File: config.mk
export PLATFORM = sky130hd
export DESIGN_NAME = count_monitor
export DESIGN_NICKNAME = d
export VERILOG_FILES = /design/src/rtl/count_mon_pkg.sv /design/src/rtl/count_monitor.sv
export SDC_FILE = /design/constraint.sdc
export NUM_CORES = 1
export LEC_CHECK = 0
export CAP_MARGIN = 20
export CORE_MARGIN = 2
export CORE_UTILIZATION = 40
export CTS_BUF_LIST = sky130_fd_sc_hd__clkbuf_8
export DETAILED_ROUTE_END_ITERATION = 6
export PLACE_DENSITY = 0.65
export SLEW_MARGIN = 20
export SYNTH_ARGS = -nofsm -noshare
export SYNTH_HDL_FRONTEND = slang
export SYNTH_SLANG_ARGS = --single-unit
File: constraint.sdc
create_clock -name clk -period 2.1 [get_ports clk]
set_input_delay 0.63 -clock clk [delete_from_list [all_inputs] [get_ports clk]]
set_output_delay 0.63 -clock clk [all_outputs]
set_load 0.005 [all_outputs]
File: src/rtl/count_mon_pkg.sv
// Shared FSM state and error-code encodings for the count_monitor sequence checker.
package count_mon_pkg;

    typedef enum logic [1:0] {IDLE, TRACK, ERR} state_e;

    typedef enum logic [1:0] {ERR_NONE, ERR_STEP, ERR_RANGE, ERR_STALL} err_code_e;

endpackage

File: src/rtl/count_monitor.sv
// Receive-side checker for a free-running 0..MAX_VALUE up-counter with sticky error capture.
// Define COUNT_MONITOR_STALL_EN to flag holds longer than STALL_LIMIT enabled cycles.
module count_monitor
    import count_mon_pkg::*;
#(
    parameter int WIDTH       = 4,
    parameter int MAX_VALUE   = 8,
    parameter int WRAP_W      = 8,
    parameter int STALL_LIMIT = 16
) (
    input  logic              clk,
    input  logic              reset,
    input  logic              en,
    input  logic              clr,
    input  logic [WIDTH-1:0]  count_in,
    output logic              synced,
    output logic              max_pulse,
    output logic [WRAP_W-1:0] wrap_cnt,
    output logic              err,
    output logic [1:0]        err_code,
    output logic [WIDTH-1:0]  err_got
);

    if (MAX_VALUE >= (1 << WIDTH) || STALL_LIMIT < 1) begin : g_bad_params
        $error("count_monitor: MAX_VALUE must fit in WIDTH bits and STALL_LIMIT must be >= 1");
    end

    // Comparisons run one bit wider so p+1 cannot alias to 0 when MAX_VALUE is all-ones.
    localparam logic [WIDTH:0] MAX_EXT = (WIDTH+1)'(MAX_VALUE);

    state_e            state_q, state_d;
    logic [WIDTH-1:0]  prev_q, prev_d;
    logic              max_pulse_q, max_pulse_d;
    logic [WRAP_W-1:0] wrap_q, wrap_d;
    logic              err_q, err_d;
    err_code_e         code_q, code_d;
    logic [WIDTH-1:0]  got_q, got_d;

    logic [WIDTH:0]    s_ext, p_ext;
    logic              out_of_range, is_hold, is_step, is_wrap;
    logic              fault;
    err_code_e         fault_code;

    assign s_ext        = {1'b0, count_in};
    assign p_ext        = {1'b0, prev_q};
    assign out_of_range = s_ext > MAX_EXT;
    assign is_hold      = (count_in == prev_q);
    assign is_step      = (s_ext == p_ext + (WIDTH+1)'(1)) && (p_ext < MAX_EXT);
    assign is_wrap      = (p_ext == MAX_EXT) && (count_in == '0);

`ifdef COUNT_MONITOR_STALL_EN
    localparam int              HOLD_W    = $clog2(STALL_LIMIT + 1);
    localparam logic [HOLD_W:0] LIMIT_EXT = (HOLD_W+1)'(STALL_LIMIT);

    logic [HOLD_W-1:0] hold_q, hold_d;
    logic              stall;

    assign stall = ({1'b0, hold_q} + (HOLD_W+1)'(1)) > LIMIT_EXT;
`endif

    always_comb begin
        state_d     = state_q;
        prev_d      = prev_q;
        max_pulse_d = 1'b0;
        wrap_d      = wrap_q;
        err_d       = err_q;
        code_d      = code_q;
        got_d       = got_q;
        fault       = 1'b0;
        fault_code  = ERR_NONE;
`ifdef COUNT_MONITOR_STALL_EN
        hold_d      = hold_q;
`endif
        if (clr) begin
            state_d = IDLE;
            prev_d  = '0;
            wrap_d  = '0;
            err_d   = 1'b0;
            code_d  = ERR_NONE;
            got_d   = '0;
`ifdef COUNT_MONITOR_STALL_EN
            hold_d  = '0;
`endif
        end else if (en) begin
            unique case (state_q)
                IDLE: begin
                    if (out_of_range) begin
                        fault      = 1'b1;
                        fault_code = ERR_RANGE;
                    end else if (count_in == '0) begin
                        state_d = TRACK;
                        prev_d  = '0;
`ifdef COUNT_MONITOR_STALL_EN
                        hold_d  = '0;
`endif
                    end
                end
                TRACK: begin
                    if (out_of_range) begin
                        fault      = 1'b1;
                        fault_code = ERR_RANGE;
                    end else if (is_hold) begin
`ifdef COUNT_MONITOR_STALL_EN
                        if (stall) begin
                            fault      = 1'b1;
                            fault_code = ERR_STALL;
                        end else begin
                            hold_d = hold_q + HOLD_W'(1);
                        end
`endif
                    end else if (is_step) begin
                        prev_d      = count_in;
                        max_pulse_d = (s_ext == MAX_EXT);
`ifdef COUNT_MONITOR_STALL_EN
                        hold_d      = '0;
`endif
                    end else if (is_wrap) begin
                        prev_d = '0;
                        if (wrap_q != '1) wrap_d = wrap_q + WRAP_W'(1);
`ifdef COUNT_MONITOR_STALL_EN
                        hold_d = '0;
`endif
                    end else begin
                        fault      = 1'b1;
                        fault_code = ERR_STEP;
                    end
                end
                default: ;
            endcase
            // ERR is only reachable through a fault, so the first error is the one captured.
            if (fault) begin
                state_d = ERR;
                err_d   = 1'b1;
                code_d  = fault_code;
                got_d   = count_in;
            end
        end
    end

    always_ff @(posedge clk or posedge reset) begin
        if (reset) begin
            state_q     <= IDLE;
            prev_q      <= '0;
            max_pulse_q <= 1'b0;
            wrap_q      <= '0;
            err_q       <= 1'b0;
            code_q      <= ERR_NONE;
            got_q       <= '0;
`ifdef COUNT_MONITOR_STALL_EN
            hold_q      <= '0;
`endif
        end else begin
            state_q     <= state_d;
            prev_q      <= prev_d;
            max_pulse_q <= max_pulse_d;
            wrap_q      <= wrap_d;
            err_q       <= err_d;
            code_q      <= code_d;
            got_q       <= got_d;
`ifdef COUNT_MONITOR_STALL_EN
            hold_q      <= hold_d;
`endif
        end
    end

    assign synced    = (state_q == TRACK);
    assign max_pulse = max_pulse_q;
    assign wrap_cnt  = wrap_q;
    assign err       = err_q;
    assign err_code  = code_q;
    assign err_got   = got_q;

endmodule

==> results.yml <==
power_and_ir_drop:
  leakagePower_nw: 0.741
  p_sw_share_pct: 23.4
  power_mw: 0.861
  p_clk_share_pct: 36.4
  combinationalPowerShare_pct: 12.8
  power_frac_seq_pct: 50.8
  internal_power_mw: 0.659
  p_switching_mw: 0.202
  powerDensity_mw_per_mm2: 487
  peakVddDrop_mv: 0.294
floorplan:
  die-width_um: 60.3
  die_y_um: 60.3
  core-area_mm2: 0.00303
  start_util_pct: 41.9
  io_pins: 25
  rows: 20
  die_area_mm2: 0.00363
synth:
  synth_area_leaders: "dfrtp_1, xnor2_1, nand3b_1"
  ys_async_sr_fraction_pct: 100
  ys_seq_elements: 22
  yosys_warnings: 0
  syn_nets: 132
  ys_seq_area_share_pct: 43.4
  synth_edf_count: 0
  ys_types: 40
  synthCells: 121
  synthFlopType: "dfrtp_1"
  yosysTopAreaCell: "dfrtp_1"
  yosys.area.top_type_share_pct: 43.4
  syn-mean-instance-area_um2: 10.5
  syn_area_mm2: 0.00127
sta:
  setup_viol: 1
  rsz0062_at_grt: "yes"
  fin_crit_sh_pct: 101
  period_needed_ps: 2130
  hold_viol: 0
  relSlewSlack_pct: 76.5
  worstMarginPinSlew_ps: 349
  worst_clock_skew_ps: 0.888
  slew_violations: 0
  max_clock_freq_mhz: 470
  finalWorstSetupSlack_ps: -29.3
status:
  status: "finished, violations left"
  failed_checks: "setup timing"
detailed_routing:
  vias_per_cell: 5.09
  drt_drc_violations_left: 0
  wl_mm: 2.98
  drtIter0Drc: 22
  firstDrtPassIters: 4
  vias: 1059
  ant_nets: 0
  wl_per_cell_um: 14.3
grt:
  grt_first_pass_wirelength_mm: 4.92
  grt_use_total_pct: 18.2
  grt_start_max_net_pins: 23
  grt_pass1_vias: 1082
  antenna_found_initial: 0
  overflow: 0
placement:
  dp.cells: 203
  dp_hpwl_mm: 2.16
  place_worst_setup_slack_ps: -719
  place_congestion: 0.830
  placement.io_buffers: 24
  post_dp_cell_area_mm2: 0.00168
finish:
  finalCoreUtilization_pct: 58.4
  n_antenna_cell: 0
  layout.nets: 176
  fin_cells: 208
  n_fill_cell: 266
  layout-drive-gt1-share_pct: 26.2
  final_area_mm2: 0.00177
  area_growth_pct: 39.5
clock_network:
  cts_sinks: 22
  h-tree-depth: 1
  cts_hold_buffers: 0
  clk_pin_slew_ps: 80
  clk_latency_ps: 270
  clk_path_buf_depth: 2
  tritoncts: "done"
  root_buffer: "clkbuf_8"
  numCtsBuffers: 3
setup_path:
  path_class: "in -> reg"
  cp_max_fo: 3
  start_kind: "input port"
  crit_arrival_ps: 2290
  cp.required_ps: 2260
  critPathCaptureType: "flip-flop"
min_path:
  hold_path.class: "reg -> reg"
run:
  drv_cap: 0
==> metrics by stage <==
stage / setup TNS [ps] / hold WS [ps]
3_5_place_dp: -11950 / 499
5_1_grt: -143 / 551
4_1_cts: -127 / 524
3_3_place_gp: -11420 / 489
2_1_floorplan: -984 / 498
6_report: -29.3 / 518
==> layer usage <==
| metal | up-vias | GRT usage (%) | part of all wire [%] |
|---|---|---|---|
| met5 | - | 0 | 0 |
| met3 | 5 | 2.60 | 2.3 |
| li1 | 516 | - | - |
| met2 | 12 | 29.8 | 49 |
| met4 | 0 | 6.03 | 1.1 |
| met1 | 526 | 24.4 | 48 |
==> cells in the final DEF, fill, tap and decap left out, types with 2 or more instances in the layout <==
master,n
nand3_1,3
nor3_1,3
clkdlybuf4s50_1,19
nor2b_1,4
nand2_1,6
a22o_1,4
o21ai_0,3
buf_4,18
mux2_4,2
and2_4,2
clkbuf_8,4
ha_1,3
nor2_1,13
buf_6,2
and3_1,2
dfrtp_1,22
xnor2_1,8
inv_1,7
nand3b_1,8
a21oi_1,5
==> sequential cells by signal, summed over array words and instances, names as in the netlist <==
signal     flops
wrap_cnt       8
err_code       2
state_q        2
err            1
err_got        4
max_pulse      1
prev_q         4
==> kinds of logic (layout without fill, tap and decap cells) <==
kind of cell | after synthesis | after routing | share of synthesized area (%)
buf+inv | 10 | 53 | 3.55
xor+xnor | 10 | 10 | 8.09
compound gates | 24 | 24 | 16.1
mux | 3 | 3 | 2.86
simple gates | 49 | 49 | 23.0
fa+ha+maj | 3 | 3 | 2.96
flops | 22 | 22 | 43.4
==> cells in the mapped netlist (2+ instances only) <==
library cell,instances
nor3_1,3
nor2_1,13
dfrtp_1,22
and3_1,2
nor2b_1,5
a21oi_1,6
and2_1,2
inv_1,7
o21ai_0,3
ha_1,3
xnor2_1,8
a22o_1,4
nand2_1,6
clkbuf_1,2
nand3_1,3
nand3b_1,8
==> power by group through the flow <==
stage          Clock [mW]  Combinational, mW  Sequential (mW)
2_1_floorplan           0             0.0481            0.445
3_3_place_gp            0              0.107            0.445
3_5_place_dp            0              0.108            0.446
4_1_cts             0.324              0.110            0.437
5_1_grt             0.342              0.120            0.439
6_report            0.313              0.110            0.437
==> worst max-delay path: stages <==
cell and delay [ps]:
buf_6 90, or4_4 540, or3_4 380, a31oi_4 190
and2_4 170, mux2_4 280
==> layout make-up <==
class	count	area (µm²)	share of cell area [%]
Clock buffer	4	55.1	3.11
Inverter	7	26.3	1.49
Tap cell	44	55.1	3.11
Sequential cell	22	551	31.1
Multi-Input combinational cell	89	708	40.1
Timing Repair Buffer	42	373	21.1
==> worst paths after layout <==
| check | to | slack, ps | depth (start not counted) | startpoint |
|---|---|---|---|---|
| min in group asynchronous | err_got[3] | 700 | 3 | reset |
| worst min register to register | err_got[3] | 520 | 1 | err_got[3] |
| max in group asynchronous | prev_q[0] | 1180 | 3 | reset |
| worst max register to register | err_got[0] | 100 | 8 | prev_q[1] |
| worst min-delay path | err_got[3] | 520 | 1 | err_got[3] |
| worst max-delay path | wrap_cnt[3] | -30 | 6 | count_in[1] |
==> repair_timing <==
| action | CTS | global route |
|---|---|---|
| buffers inserted | 1 | 0 |
| resized for setup | 21 | 4 |
| pin swaps | 3 | 7 |
| endpoints found under the setup margin | 21 | 19 |
(Power assumes the default switching activity.)
